### src/rtl/param_updown_counter.sv
// param_updown_counter
// Parameterised up/down counter with a selectable step, saturate or wrap
// behaviour at the range limits, a synchronous load, one-cycle overflow and
// underflow pulses, and sticky copies of those pulses.
// Range arithmetic is done one bit wider than the count so that
// count+step and count+modulus never lose their carry.

module param_updown_counter #(
  parameter int     WIDTH     = 6,
  parameter longint MAX_VAL   = (64'd1 << WIDTH) - 1,
  parameter longint RESET_VAL = 0
) (
  input  logic             Clk,
  input  logic             reset,
  input  logic             en,
  input  logic             up_down,
  input  logic             sat,
  input  logic [WIDTH-1:0] step,
  input  logic             load,
  input  logic [WIDTH-1:0] load_val,
  input  logic             flag_clr,
  output logic [WIDTH-1:0] count,
  output logic             ovf_p,
  output logic             udf_p,
  output logic             ovf_sticky,
  output logic             udf_sticky,
  output logic             at_max,
  output logic             at_zero
);

  localparam logic [WIDTH-1:0] MAX_W   = WIDTH'(MAX_VAL);
  localparam logic [WIDTH-1:0] RESET_W = WIDTH'(RESET_VAL);
  localparam logic [WIDTH:0]   MAX_EXT = (WIDTH+1)'(MAX_VAL);
  // Modulus MAX_VAL+1; may equal 2**WIDTH, hence the extra bit
  localparam logic [WIDTH:0]   MOD_EXT = MAX_EXT + {{WIDTH{1'b0}}, 1'b1};

  logic [WIDTH-1:0] count_q, count_d;
  logic             ovf_p_q, ovf_p_d;
  logic             udf_p_q, udf_p_d;
  logic             ovf_sticky_q, ovf_sticky_d;
  logic             udf_sticky_q, udf_sticky_d;

  logic [WIDTH-1:0] step_eff;
  logic [WIDTH-1:0] load_eff;
  logic [WIDTH:0]   cnt_ext;
  logic [WIDTH:0]   step_ext;
  logic [WIDTH:0]   sum_ext;
  logic [WIDTH:0]   wrap_up_ext;
  logic [WIDTH:0]   diff_ext;
  logic [WIDTH:0]   wrap_dn_ext;

  // Next-state computation: load beats enable, clamping of step and load
  // value, and boundary handling in both directions
  always_comb begin
    step_eff    = (step > MAX_W) ? MAX_W : step;
    load_eff    = (load_val > MAX_W) ? MAX_W : load_val;
    cnt_ext     = {1'b0, count_q};
    step_ext    = {1'b0, step_eff};
    sum_ext     = cnt_ext + step_ext;
    wrap_up_ext = sum_ext - MOD_EXT;
    diff_ext    = cnt_ext - step_ext;
    wrap_dn_ext = cnt_ext + (MOD_EXT - step_ext);

    count_d = count_q;
    ovf_p_d = 1'b0;
    udf_p_d = 1'b0;

    if (load) begin
      count_d = load_eff;
    end else if (en) begin
      if (up_down) begin
        if (sum_ext > MAX_EXT) begin
          ovf_p_d = 1'b1;
          count_d = sat ? MAX_W : WIDTH'(wrap_up_ext);
        end else begin
          count_d = WIDTH'(sum_ext);
        end
      end else begin
        if (step_ext > cnt_ext) begin
          udf_p_d = 1'b1;
          count_d = sat ? '0 : WIDTH'(wrap_dn_ext);
        end else begin
          count_d = WIDTH'(diff_ext);
        end
      end
    end

    // A new event on this edge wins over a clear request
    ovf_sticky_d = ovf_p_d | (ovf_sticky_q & ~flag_clr);
    udf_sticky_d = udf_p_d | (udf_sticky_q & ~flag_clr);
  end

  // State registers with synchronous reset overriding everything else
  always_ff @(posedge Clk) begin
    if (reset) begin
      count_q      <= RESET_W;
      ovf_p_q      <= 1'b0;
      udf_p_q      <= 1'b0;
      ovf_sticky_q <= 1'b0;
      udf_sticky_q <= 1'b0;
    end else begin
      count_q      <= count_d;
      ovf_p_q      <= ovf_p_d;
      udf_p_q      <= udf_p_d;
      ovf_sticky_q <= ovf_sticky_d;
      udf_sticky_q <= udf_sticky_d;
    end
  end

  assign count      = count_q;
  assign ovf_p      = ovf_p_q;
  assign udf_p      = udf_p_q;
  assign ovf_sticky = ovf_sticky_q;
  assign udf_sticky = udf_sticky_q;
  assign at_max     = (count_q == MAX_W);
  assign at_zero    = (count_q == '0);

endmodule

### config.mk
export PLATFORM = sky130hd
export DESIGN_NAME = param_updown_counter
export DESIGN_NICKNAME = d
export VERILOG_FILES = /design/src/rtl/param_updown_counter.sv
export SDC_FILE = /design/constraint.sdc
export NUM_CORES = 1
export LEC_CHECK = 0
export ABC_AREA = 1
export CORE_UTILIZATION = 48
export CTS_CLUSTER_DIAMETER = 150
export DETAILED_ROUTE_END_ITERATION = 8
export PLACE_DENSITY = 0.88
export SETUP_SLACK_MARGIN = 0.5
export SLEW_MARGIN = 20
export SYNTH_ARGS = -nofsm -noshare
export SYNTH_HDL_FRONTEND = slang
export SYNTH_SLANG_ARGS = --single-unit
### constraint.sdc
create_clock -name Clk -period 2.05 [get_ports Clk]
set_input_delay 0.41 -clock Clk [delete_from_list [all_inputs] [get_ports Clk]]
set_output_delay 0.41 -clock Clk [all_outputs]
set_load 0.01 [all_outputs]
==> metrics.txt <==
status completed; CTS tree done; WL per Instance ~16 um; DR WL met2 approximately 2000 um; Tcrit/Tclk final a little over four fifths; xor and xnor fraction of the mapped netlist area around 3.2%; Async SR Flop Fraction 0%; GRT Total Usage roughly 33%; # H-tree levels 1; multiplexer area fraction after synthesis 0%; Synth cell types 27; number of setup violations in the final report 0; DR pass1 iterations 5; Worst-Skew Late Latency about 0.27 ns; Post-Syn Nets a little over 200; Clock transition at path regs 0.07 ns; largest net degree at the start of global routing 9; count leader, synth nand2_1; worst hold slack a little over 0.5 ns; sequential share of the synthesized area 18.1%; Synth top area share a little under a fifth; synth top area cells dfxtp_1, ha_1, nand2_1; cell area power density around 520 mW/mm2; total detailed-routing wirelength between 4000 and 5000 um; max_cap viols 0; synthesized flop and latch total 10; post-synthesis compound-gate area fraction 12.7%; die span in y 50.0 um; Post-Synth Adder-Cell Area between 15 and 20%; leading area contributor after synthesis dfxtp_1; starting density of the core about half; first-pass GRT wire length 6200 um; Final ANT Viol Nets 0; Synth-to-Final Area Change 62.2%; Site Rows 17; Max-slew headroom 75.3%; Ys Warns 0; crit path kind in -> reg; syn avg cell area ~6.5 um2; Detailed Place HPWL roughly 2500 um; WP data arrival approximately 1.9 ns; die extent in x roughly 50 um; commonest cells in the synthesized netlist nand2_1, inv_1, nor2_1; Post-synth EDFFs 0; met3 routed WL a little under 300 um; clk root buf clkbuf_4; Final Total Pwr about 930 uW; Vias per Instance ~5.7; Max VDD drop approximately 0.00049 V; main combinational cell family by area after synthesis simple AND/OR/NAND/NOR gates; Ant. Diodes 0; Syn Inst Count about 170; 1st-iter DRT viols approximately 110; CP required roughly 2.2 ns; gpl congestion approximately 0.9; Period minus WS final between 1.5 and 2 ns; CTS sink count 10; FMAX just under 600 MHz; worst-margin pin slew 0.369 ns; Setup crit end kind flip-flop; worst-path maximum fanout 7; layout cells sized above 1 approximately a third; vias in the first global route between 1000 and 1500; Final WS setup between 0.3 and 0.4 ns; Finished Core Util about 82%; Fillers 146; Synth Area in Simple Gates a little over a third; Top FF cell, synth dfxtp_1; Slew Limit Fails 0; final hold vios 0; final-stage net count about 260; HP Class reg -> reg; Startpoint Class input port; Longest Clk Path Bufs 2; DRC viols 0; met1 wire length approximately 1500 um; P_leak 0.929 nW; synthesized cell area about 0.0011 mm2; I/O pin total 31; die area approximately 0.0025 mm2; top sig layer met4; initial antenna violation count 0; PortBufs 30; Placeable Area between 0.002 and 0.0025 mm2; clk_skew ~0.0038 ns; CTS buffer count 3; RSZ-0062 raised after global routing yes; GRT overflow 0; via count 1444; dpl ws -0.238 ns
[cell usage in the layout (no fill, tap or decap), types with 2 or more instances in the layout]
cell type / synthesis / routed
nand2_2: 2 / 4
xor2_1: 4 / 4
ha_1: 12 / 6
fa_2: 0 / 2
nand3_1: 13 / 11
a21oi_1: 13 / 8
nand4_1: 4 / 4
nand2_1: 36 / 33
dfxtp_4: 0 / 6
inv_2: 0 / 6
inv_1: 30 / 23
clkdlybuf4s50_1: 0 / 13
nand2_4: 1 / 2
o21ai_0: 3 / 3
ha_4: 0 / 5
o21ai_1: 4 / 3
dlymetal6s2s_1: 0 / 2
buf_6: 3 / 2
buf_4: 0 / 22
clkbuf_4: 0 / 3
nor2_2: 1 / 3
a21oi_2: 2 / 6
nor2_1: 20 / 17
nand3_2: 1 / 2
dlygate4sd2_1: 0 / 10
clkbuf_2: 0 / 2
dfxtp_1: 10 / 4
[worst paths after layout]
kind                    from          to  slack, ns  depth (start not counted)
setup / recovery        load    count[5]       0.32                          5
hold / removal    ovf_sticky  ovf_sticky       0.52                          2
setup reg to reg    count[0]    count[5]       0.36                         10
hold reg to reg   ovf_sticky  ovf_sticky       0.52                          2
[state kept, by name (all words and copies together) (netlist names)]
register	count
count	6
ovf_p	1
ovf_sticky	1
udf_p	1
udf_sticky	1
[metrics by stage]
stage,cells,cell area (um2),setup TNS [ns]
global placement,240,1560,-1.08
global route,253,1790,0
floorplan,171,1150,0
finish,253,1790,0
detailed placement,240,1560,-1.58
CTS,250,1750,0
[power by group]
group	leakage, nW	internal (mW)	switching (mW)
registers	0.0859	0.209	0.0277
clock network	0.0210	0.108	0.0690
logic	0.822	0.244	0.269
total	0.929	0.561	0.366
[final cells by class]
| type | count | area (um2) | share of cell area (%) |
|---|---|---|---|
| timing repair buffer | 54 | 467 | 26.0 |
| multi-input combinational | 127 | 918 | 51.2 |
| sequential | 10 | 223 | 12.4 |
| inverter | 30 | 115 | 6.42 |
| clock buffer | 4 | 36.3 | 2.02 |
| tap | 28 | 35.0 | 1.95 |
[layer usage]
metal | global-route usage [%] | up-vias
met2 | 60.4 | 110
met4 | 12.9 | 0
li1 | - | 654
met1 | 36.9 | 646
met5 | 0 | -
met3 | 6.48 | 34
[worst max-delay path: stages]
cell and delay [ns]:
clkdlybuf4s50_1 0.59, nor2_2 0.35, inv_1 0.15, o21ai_0 0.30, a21oi_2 0.06
[timing repair]
item,in CTS,in global routing
setup endpoints to repair,19,14
cloned,0,0
gates resized for setup,57,11
setup buffers,6,3
hold buffers,0,0
pin swaps,21,6
endpoints found under the hold margin,0,0
[cells by family (layout without fill, tap and decap cells)]
logic type	count (synthesis)	in the layout
flops	10	10
compound gates	25	25
fa+ha+maj	14	14
simple gates	84	84
xor+xnor	4	4
buf+inv	34	88
No activity file was read; power rests on OpenSTA's default activity.
==> patch (same settings) <==
The parameter `WIDTH` goes from 6 to 8.
--- a/src/rtl/param_updown_counter.sv
+++ b/src/rtl/param_updown_counter.sv
@@ -7,5 +7,5 @@
 
 module param_updown_counter #(
-  parameter int     WIDTH     = 6,
+  parameter int     WIDTH     = 8,
   parameter longint MAX_VAL   = (64'd1 << WIDTH) - 1,
   parameter longint RESET_VAL = 0
Ports: changed (resized count, load_val and step); port bits go from 31 to 37. The function was not compared with the original's and may differ.
==> patch against the original RTL <==
  * Power rose by 26%
  * Routed wire length rose by 18%
  * Setup slack got worse by 0.13 ns
  * Critical endpoint unchanged
  * Non-clock buffer count rose by 16
  * Area after synthesis rose by 41%
  * Fmax fell by 7.2%
  * Sequential cell count rose by 2
  * Design area rose by 34%
==> patch: results (changes against the original RTL) <==
Status = finished, final reports clean
Layout Nets = 369 (+42%)
Total number of vias = 1849 (+28%)
Port Buffers = 36 (+20%)
Placed Cells = 356 (+48%)
Sequential fraction of the synthesis area = 15.4% (-2.7 points)
Final worst slack = 0.183 ns (-0.135 ns)
CP delay by family, top = adder cells
Critical Path AT = 2.08 ns (+0.20 ns)
Post-DP HPWL = 3.56 mm (+40%)
Min-delay worst type = reg2reg
GPL Wtd Cong = 0.916 (+2.3%)
Post-CTS Setup Inserts = 8 (+2)
Critical Path Fanout Max = 3 (-4)
Largest net degree at the start of global routing = 11 (+2)
Critical path's largest stage delay = 0.39 ns (-0.20 ns)
Number of global-route vias before repair = 1795 (+35%)
CP endpoint = count[5]
Synthesized area per cell = 5.99 sq um (-7.4%)
Syn Nets = 301 (+48%)
Post-Route Skew = 0.00933 ns (+0.00557 ns)
Placed Area = 2130 sq um (+37%)
Unique cell type count in the Yosys netlist = 29 (+7.4%)
Lkg Pwr = 1.30 nW (+40%)
WL final = 4.82 mm (+18%)
Clock Latency Late Sink = 0.29 ns (+0.02 ns)
First-pass GRT wire length = 7.86 mm (+27%)
Drt initial violations = 97 (-11%)
Inserted Clock Buffers = 3 (unchanged)
Pre-CTS setup slack = -0.382 ns (-0.145 ns)
Drt first pass iters = 4 (-1)
Via-to-Cell Ratio = 4.98 (-13%)
Share of layout cells above drive strength 1 = 30.6% (-4.5 points)
Commonest cells post-synth = nand2_1 (74), inv_1 (50), nor2_1 (25)
Setup crit start = count[0]
CTS resizes = 67 (+18%)
Worst VDD drop = 372 uV (-24%)
Largest register FFs = 8 (+2)
GRT Total Usage = 30.2% (-3.0 points)
Worst-Margin Slew = 0.395 ns (+0.0266 ns)
Reg2reg start = count[0]
Leading post-synthesis cells by cell area = nand2_1 (18%), dfxtp_1 (15%), ha_1 (13%)
Main flop type after synthesis = dfxtp_1
Worst Reg2Reg Path Length in Cells = 13 (+3)
Synth warn = 0 (unchanged)
CTS max path bufs = 2 (unchanged)
Critical-path top delay cell = dfxtp_4
Clock slew at reported path FFs = 0.09 ns (+0.02 ns)
==> patch: logic make-up (layout without fill, tap and decap cells) <==
family	count (synthesis)	after routing	synth area share, %
AO/OA/AOI/OAI	24	24	8.92
XOR/XNOR	6	6	3.37
adder cells (fa/ha/maj)	18	18	15.4
AND/OR/NAND/NOR	141	141	40.5
flip-flops	12	12	15.4
buffers and inverters	59	126	16.4
==> patch: worst min-delay path, delay by kind of cell, from the launching register on <==
kind             cells  cell delay, ns
AND/OR/NAND/NOR      1            0.06
AO/OA/AOI/OAI        1            0.06
flip-flops           1            0.31
==> patch: power breakdown <==
part           internal, mW  total [mW]  switching (mW)
clock network         0.108       0.200          0.0919
registers             0.253       0.289          0.0357
logic                 0.327       0.682           0.356
==> patch: worst min-delay path by stage <==
stage,start,cells past startpoint,slack (ns),endpoint
CTS,ovf_sticky,2,0.48,ovf_sticky
floorplan,ovf_sticky,2,0.49,ovf_sticky
global route,ovf_sticky,2,0.50,ovf_sticky
detailed placement,ovf_sticky,2,0.47,ovf_sticky
finish,ovf_sticky,2,0.47,ovf_sticky
global placement,ovf_sticky,2,0.46,ovf_sticky
==> patch: final cells by class <==
cell class / count / area (sq um)
Clock buffer: 4 / 36.3
Multi-Input combinational cell: 189 / 1240
Sequential cell: 12 / 265
Inverter: 52 / 198
Fill cell: 246 / 679
Timing Repair Buffer: 70 / 601
Tap cell: 44 / 55.1
==> patch: routing by layer <==
metal  up-vias  share of wire (%)  track usage, %
met5         -                  0               0
met1       812                 42            36.5
met2        85                 48            52.4
met4         0                2.6            10.2
met3        15                7.9            6.81
li1        937                  -               -
